### src/rtl/uart_ctrl.sv
// Full-duplex UART: valid/ready transmitter and mid-bit-sampling receiver with frame/parity error flags.
// Latency: tx start bit one cycle after accept; rx_valid BIT_CYC/2+(DATA_BITS+P+1)*BIT_CYC after synced edge (+2 sync).
// Backpressure: tx_ready low for the whole frame; receiver never stalls. Parity is built only with UART_PARITY_EN.
module uart_ctrl #(
    parameter int CLK_FREQ   = 1000000,
    parameter int BAUD       = 9600,
    parameter int DATA_BITS  = 8,
    parameter int STOP_BITS  = 1,
    parameter int PARITY_ODD = 0
) (
    input  logic                 clk,
    input  logic                 rst_n,
    input  logic [DATA_BITS-1:0] tx_data,
    input  logic                 tx_valid,
    output logic                 tx_ready,
    output logic                 tx,
    input  logic                 rx,
    output logic [DATA_BITS-1:0] rx_data,
    output logic                 rx_valid,
    output logic                 rx_frame_err,
    output logic                 rx_parity_err
);

    localparam int BIT_CYC = CLK_FREQ / BAUD;
    localparam int CNT_W   = $clog2(BIT_CYC);
    localparam logic [CNT_W-1:0] CNT_LAST  = CNT_W'(BIT_CYC - 1);
    localparam logic [CNT_W-1:0] CNT_HALF  = CNT_W'(BIT_CYC / 2 - 1);
    localparam logic [3:0]       DATA_LAST = 4'(DATA_BITS - 1);
    localparam logic [3:0]       STOP_LAST = 4'(STOP_BITS - 1);

    if (BIT_CYC < 4 || DATA_BITS < 5 || DATA_BITS > 9 || STOP_BITS < 1 || STOP_BITS > 2 ||
        PARITY_ODD < 0 || PARITY_ODD > 1) begin : g_bad_params
        $error("uart_ctrl: illegal parameter set");
    end

    typedef enum logic [2:0] {S_IDLE, S_START, S_DATA, S_PARITY, S_STOP} state_t;

    // ---------------- transmitter ----------------
    state_t                 tx_state_q, tx_state_d;
    logic [CNT_W-1:0]       tx_cnt_q, tx_cnt_d;
    logic [3:0]             tx_idx_q, tx_idx_d;
    logic [DATA_BITS-1:0]   tx_sh_q, tx_sh_d;
    logic                   tx_q, tx_d;
`ifdef UART_PARITY_EN
    logic                   tx_par_q, tx_par_d;
`endif

    always_ff @(posedge clk or negedge rst_n) begin
        if (!rst_n) begin
            tx_state_q <= S_IDLE;
            tx_cnt_q   <= '0;
            tx_idx_q   <= '0;
            tx_sh_q    <= '0;
            tx_q       <= 1'b1;
`ifdef UART_PARITY_EN
            tx_par_q   <= 1'b0;
`endif
        end else begin
            tx_state_q <= tx_state_d;
            tx_cnt_q   <= tx_cnt_d;
            tx_idx_q   <= tx_idx_d;
            tx_sh_q    <= tx_sh_d;
            tx_q       <= tx_d;
`ifdef UART_PARITY_EN
            tx_par_q   <= tx_par_d;
`endif
        end
    end

    always_comb begin
        tx_state_d = tx_state_q;
        tx_cnt_d   = tx_cnt_q + 1'b1;
        tx_idx_d   = tx_idx_q;
        tx_sh_d    = tx_sh_q;
`ifdef UART_PARITY_EN
        tx_par_d   = tx_par_q;
`endif
        case (tx_state_q)
            S_IDLE: begin
                tx_cnt_d = '0;
                if (tx_valid) begin
                    tx_state_d = S_START;
                    tx_sh_d    = tx_data;
                    tx_idx_d   = '0;
`ifdef UART_PARITY_EN
                    tx_par_d   = (^tx_data) ^ 1'(PARITY_ODD);
`endif
                end
            end
            S_START: begin
                if (tx_cnt_q == CNT_LAST) begin
                    tx_cnt_d   = '0;
                    tx_state_d = S_DATA;
                end
            end
            S_DATA: begin
                if (tx_cnt_q == CNT_LAST) begin
                    tx_cnt_d = '0;
                    tx_sh_d  = tx_sh_q >> 1;
                    if (tx_idx_q == DATA_LAST) begin
                        tx_idx_d = '0;
`ifdef UART_PARITY_EN
                        tx_state_d = S_PARITY;
`else
                        tx_state_d = S_STOP;
`endif
                    end else begin
                        tx_idx_d = tx_idx_q + 1'b1;
                    end
                end
            end
`ifdef UART_PARITY_EN
            S_PARITY: begin
                if (tx_cnt_q == CNT_LAST) begin
                    tx_cnt_d   = '0;
                    tx_state_d = S_STOP;
                end
            end
`endif
            S_STOP: begin
                if (tx_cnt_q == CNT_LAST) begin
                    tx_cnt_d = '0;
                    if (tx_idx_q == STOP_LAST) begin
                        tx_idx_d   = '0;
                        tx_state_d = S_IDLE;
                    end else begin
                        tx_idx_d = tx_idx_q + 1'b1;
                    end
                end
            end
            default: tx_state_d = S_IDLE;
        endcase
    end

    // The line level is derived from the next state so tx comes straight from a flop.
    always_comb begin
        tx_d = 1'b1;
        case (tx_state_d)
            S_START:  tx_d = 1'b0;
            S_DATA:   tx_d = tx_sh_d[0];
`ifdef UART_PARITY_EN
            S_PARITY: tx_d = tx_par_d;
`endif
            default:  tx_d = 1'b1;
        endcase
        tx_ready = (tx_state_q == S_IDLE);
    end

    assign tx = tx_q;

    // ---------------- receiver ----------------
    logic                   rx_s1_q, rx_s2_q, rx_prev_q;
    state_t                 rx_state_q, rx_state_d;
    logic [CNT_W-1:0]       rx_cnt_q, rx_cnt_d;
    logic [3:0]             rx_idx_q, rx_idx_d;
    logic [DATA_BITS-1:0]   rx_sh_q, rx_sh_d;
    logic [DATA_BITS-1:0]   rx_data_q, rx_data_d;
    logic                   rx_valid_q, rx_valid_d;
    logic                   rx_ferr_q, rx_ferr_d;
    logic                   rx_stop_smp;
`ifdef UART_PARITY_EN
    logic                   rx_par_q, rx_par_d;
    logic                   rx_perr_q, rx_perr_d;
`endif

    always_ff @(posedge clk or negedge rst_n) begin
        if (!rst_n) begin
            rx_s1_q    <= 1'b1;
            rx_s2_q    <= 1'b1;
            rx_prev_q  <= 1'b1;
            rx_state_q <= S_IDLE;
            rx_cnt_q   <= '0;
            rx_idx_q   <= '0;
            rx_sh_q    <= '0;
            rx_data_q  <= '0;
            rx_valid_q <= 1'b0;
            rx_ferr_q  <= 1'b0;
`ifdef UART_PARITY_EN
            rx_par_q   <= 1'b0;
            rx_perr_q  <= 1'b0;
`endif
        end else begin
            rx_s1_q    <= rx;
            rx_s2_q    <= rx_s1_q;
            rx_prev_q  <= rx_s2_q;
            rx_state_q <= rx_state_d;
            rx_cnt_q   <= rx_cnt_d;
            rx_idx_q   <= rx_idx_d;
            rx_sh_q    <= rx_sh_d;
            rx_data_q  <= rx_data_d;
            rx_valid_q <= rx_valid_d;
            rx_ferr_q  <= rx_ferr_d;
`ifdef UART_PARITY_EN
            rx_par_q   <= rx_par_d;
            rx_perr_q  <= rx_perr_d;
`endif
        end
    end

    always_comb begin
        rx_state_d = rx_state_q;
        rx_cnt_d   = rx_cnt_q + 1'b1;
        rx_idx_d   = rx_idx_q;
        rx_sh_d    = rx_sh_q;
`ifdef UART_PARITY_EN
        rx_par_d   = rx_par_q;
`endif
        case (rx_state_q)
            S_IDLE: begin
                rx_cnt_d = '0;
                if (rx_prev_q && !rx_s2_q) rx_state_d = S_START;
            end
            S_START: begin
                // A line that is high again at mid start bit was a glitch.
                if (rx_cnt_q == CNT_HALF) begin
                    rx_cnt_d   = '0;
                    rx_idx_d   = '0;
                    rx_state_d = rx_s2_q ? S_IDLE : S_DATA;
                end
            end
            S_DATA: begin
                if (rx_cnt_q == CNT_LAST) begin
                    rx_cnt_d = '0;
                    rx_sh_d  = {rx_s2_q, rx_sh_q[DATA_BITS-1:1]};
                    if (rx_idx_q == DATA_LAST) begin
                        rx_idx_d = '0;
`ifdef UART_PARITY_EN
                        rx_state_d = S_PARITY;
`else
                        rx_state_d = S_STOP;
`endif
                    end else begin
                        rx_idx_d = rx_idx_q + 1'b1;
                    end
                end
            end
`ifdef UART_PARITY_EN
            S_PARITY: begin
                if (rx_cnt_q == CNT_LAST) begin
                    rx_cnt_d   = '0;
                    rx_par_d   = rx_s2_q;
                    rx_state_d = S_STOP;
                end
            end
`endif
            S_STOP: begin
                if (rx_cnt_q == CNT_LAST) begin
                    rx_cnt_d   = '0;
                    rx_state_d = S_IDLE;
                end
            end
            default: rx_state_d = S_IDLE;
        endcase
    end

    always_comb begin
        rx_stop_smp = (rx_state_q == S_STOP) && (rx_cnt_q == CNT_LAST);
        rx_valid_d  = rx_stop_smp;
        rx_data_d   = rx_stop_smp ? rx_sh_q : rx_data_q;
        rx_ferr_d   = rx_stop_smp ? !rx_s2_q : rx_ferr_q;
`ifdef UART_PARITY_EN
        rx_perr_d   = rx_stop_smp ? ((^rx_sh_q) ^ rx_par_q ^ 1'(PARITY_ODD)) : rx_perr_q;
`endif
    end

    assign rx_data      = rx_data_q;
    assign rx_valid     = rx_valid_q;
    assign rx_frame_err = rx_ferr_q;
`ifdef UART_PARITY_EN
    assign rx_parity_err = rx_perr_q;
`else
    assign rx_parity_err = 1'b0;
`endif

endmodule

### config.mk
export PLATFORM = sky130hd
export DESIGN_NAME = uart_ctrl
export DESIGN_NICKNAME = d
export VERILOG_FILES = /design/src/rtl/uart_ctrl.sv
export SDC_FILE = /design/constraint.sdc
export NUM_CORES = 1
export LEC_CHECK = 0
export CORE_MARGIN = 2
export CORE_UTILIZATION = 40
export CTS_CLUSTER_DIAMETER = 150
export CTS_CLUSTER_SIZE = 10
export DETAILED_ROUTE_END_ITERATION = 7
export SLEW_MARGIN = 40
export SYNTH_ARGS = -nofsm -noshare
export SYNTH_HDL_FRONTEND = slang
export SYNTH_SLANG_ARGS = --single-unit
### constraint.sdc
create_clock -name clk -period 2.6 [get_ports clk]
set_input_delay 0.39 -clock clk [delete_from_list [all_inputs] [get_ports clk]]
set_output_delay 0.39 -clock clk [all_outputs]
set_load 0.05 [all_outputs]
==> qor.yml <==
p_int_w: 0.00150
syn_area_per_cell_um2: 11.2
layout_commonest_cell: "dfrtp_1"
ys_ff_latch: 58
grt_antenna_before_repair: 0
rows: 30
die_area_um2: 7610
critPathMaxStageDelay_ps: 850
core-area_um2: 6760
track_usage_pct: 15.1
cts_buffers: 9
crit_slowest_cell: "clkdlybuf4s50_1"
ctsResizeCount: 0
clkSinkCount: 58
wl_per_cell_um: 14.1
path_clk_slew_ps: 60
grt_max_degree: 34
area_delta_synth_final_pct: 18.2
drive_above_1_share_pct: 16.4
cts-root-buf: "clkbuf_8"
yosys.area.top_type: "dfrtp_1"
drc_errors: 0
ant_nets: 0
viasPerCell: 5.30
power_frac_comb_pct: 7.4
hold_buffers: 0
path_max_fanout: 12
initial_utilization_pct: 41.0
first_pass_iters: 4
p_per_area_nw_per_um2: 607
rsz0062_at_grt: "no"
switching_share_pct: 24.8
cts_setup_buffers: 0
port_buffers: 23
period_needed_ps: 2390
htree_levels: 3
synth.area.top_cells: "dfrtp_1, dfstp_2, nand2_1"
pin_count: 25
die_x_um: 87.2
end_kind: "primary output"
synth_top_area_share_pct: 48.8
period_share_pct: 91.8
nFillCells: 619
final_cell_mix: "dfrtp_1, nand2_1, clkdlybuf4s50_1, nor2_1, nand3_1"
yosysSeqAreaShare_pct: 52.6
slew_headroom_pct: 59.1
setup_ws_ps: 214
slew_violations: 0
cts_tree: "done"
fin_skew_ps: 7.36
drtIter0Drc: 67
postSynthCellCount: 247
p_sw_w: 0.000492
crit_chain: "nor3_1, clkdlybuf4s50_1"
gr-total-overflow: 0
place_hpwl_mm: 3.48
synth-edff-count: 0
synthesis.area_um2: 2770
crit_path_start_kind: "flop"
wl_mm: 5.08
diodes: 0
yosys_warnings: 0
dpl_worst_slack_ps: 575
hold_viol: 0
crit_arrival_ps: 2000
status: "complete, no violations"
async_flop_share_pct: 100
power_frac_clock_pct: 42.1
fmax_mhz: 419
yosysUniqueCellTypes: 56
irDropWorstVdd_mv: 0.448
final_nets: 293
final_core_utilization_pct: 48.4
place_congestion: 0.802
first_global_vias: 1845
vias: 1913
worstHoldPathType: "in -> async"
clk_path_buf_depth: 2
synth-main-ff-cell: "dfrtp_1"
setup-tns-final_ps: 0
worst_pin_slew_ps: 614
p_seq_share_pct: 50.5
syn-num-nets: 264
worst-setup-path-type: "reg -> out"
setup_viol: 0
leakagePower_nw: 1.49
cp.required_ps: 2210
die_h_um: 87.2
clk_latency_ps: 340
maxCapViolCount: 0
grt_pass1_wl_mm: 8.63
==> flip-flops by register name, summed over array words and instances (netlist names) <==
signal        flops
rx_state_q        3
tx_state_q        3
rx_valid          1
tx                1
rx_prev_q         1
tx_sh_q           8
rx_sh_q           8
rx_s1_q           1
rx_idx_q          4
rx_frame_err      1
rx_s2_q           1
rx_cnt_q          7
tx_cnt_q          7
rx_data           8
tx_idx_q          4
==> final cells by class <==
| cell class | instances | area [um^2] | area share (%) |
|---|---|---|---|
| sequential | 58 | 1460 | 44.5 |
| multi-input combinational | 171 | 1200 | 36.8 |
| timing repair buffer | 29 | 283 | 8.64 |
| clock buffer | 10 | 138 | 4.20 |
| tap | 80 | 100 | 3.06 |
| clock inverter | 6 | 66.3 | 2.03 |
| inverter | 7 | 26.3 | 0.803 |
==> power groups by stage <==
stage / Sequential (W) / Combinational (W) / Clock (W)
2_1_floorplan: 0.00100 / 0.0000997 / 0
3_3_place_gp: 0.00102 / 0.000145 / 0
3_5_place_dp: 0.00102 / 0.000148 / 0
4_1_cts: 0.00100 / 0.000149 / 0.000864
5_1_grt: 0.00101 / 0.000167 / 0.000913
6_report: 0.00100 / 0.000146 / 0.000838
==> path summary, 6_finish.rpt <==
path / start / end / slack, ps / cells after the start
setup / recovery: tx_state_q[1] / tx_ready / 210 / 2
hold / removal: rst_n / tx_cnt_q[5] / 60 / 1
setup reg to reg: rx_cnt_q[0] / rx_data[4] / 570 / 6
hold reg to reg: rx_s1_q / rx_s2_q / 360 / 0
max in group asynchronous: rst_n / rx_s1_q / 1880 / 2
min in group clk: rx_s1_q / rx_s2_q / 360 / 0
==> kinds of logic after synthesis <==
family | count (synthesis) | synth area share (%)
buffers and inverters | 18 | 3.97
multiplexers | 18 | 7.23
AND/OR/NAND/NOR | 97 | 19.6
flip-flops | 58 | 52.6
AO/OA/AOI/OAI | 39 | 10.8
other | 1 | 0.135
XOR/XNOR | 11 | 3.48
adder cells (fa/ha/maj) | 5 | 2.26
==> through the flow <==
stage          hold slack [ps]  power [W]  instances  cell area, um^2
3_5_place_dp               350    0.00117        345             3070
6_report                  62.9    0.00199        361             3270
2_1_floorplan             94.4    0.00110        247             2770
3_3_place_gp               346    0.00116        345             3070
4_1_cts                   72.6    0.00201        361             3270
5_1_grt                   94.8    0.00209        361             3270
==> critical path: cells and delay by family, from the launching register on <==
family,cells,cell delay [ps]
buffers and inverters,1,850
flip-flops,1,510
AND/OR/NAND/NOR,1,300
==> per-layer routing <==
| layer | track usage (%) | share of wire (%) | up-vias |
|---|---|---|---|
| met3 | 3.98 | 3.2 | 12 |
| met5 | 0 | 0 | - |
| met4 | 8.95 | 2.7 | 0 |
| met2 | 21.7 | 43 | 31 |
| li1 | - | - | 946 |
| met1 | 20.4 | 51 | 924 |
==> Yosys cell counts, types with 3 or more instances <==
| cell type | instances |
|---|---|
| xnor2_1 | 6 |
| a22oi_1 | 6 |
| a21oi_1 | 8 |
| dfrtp_1 | 54 |
| mux2_1 | 8 |
| buf_2 | 3 |
| and3b_1 | 3 |
| nor3b_1 | 6 |
| nand3_1 | 12 |
| dfstp_2 | 4 |
| ha_1 | 5 |
| o22ai_1 | 3 |
| buf_6 | 4 |
| nor2_1 | 18 |
| nand2_1 | 25 |
| xor2_1 | 5 |
| inv_1 | 7 |
| and3_1 | 3 |
| mux2_2 | 8 |
| nor3_1 | 8 |
| o21ai_0 | 5 |
Note: power is estimated with default switching activity, not from simulation.
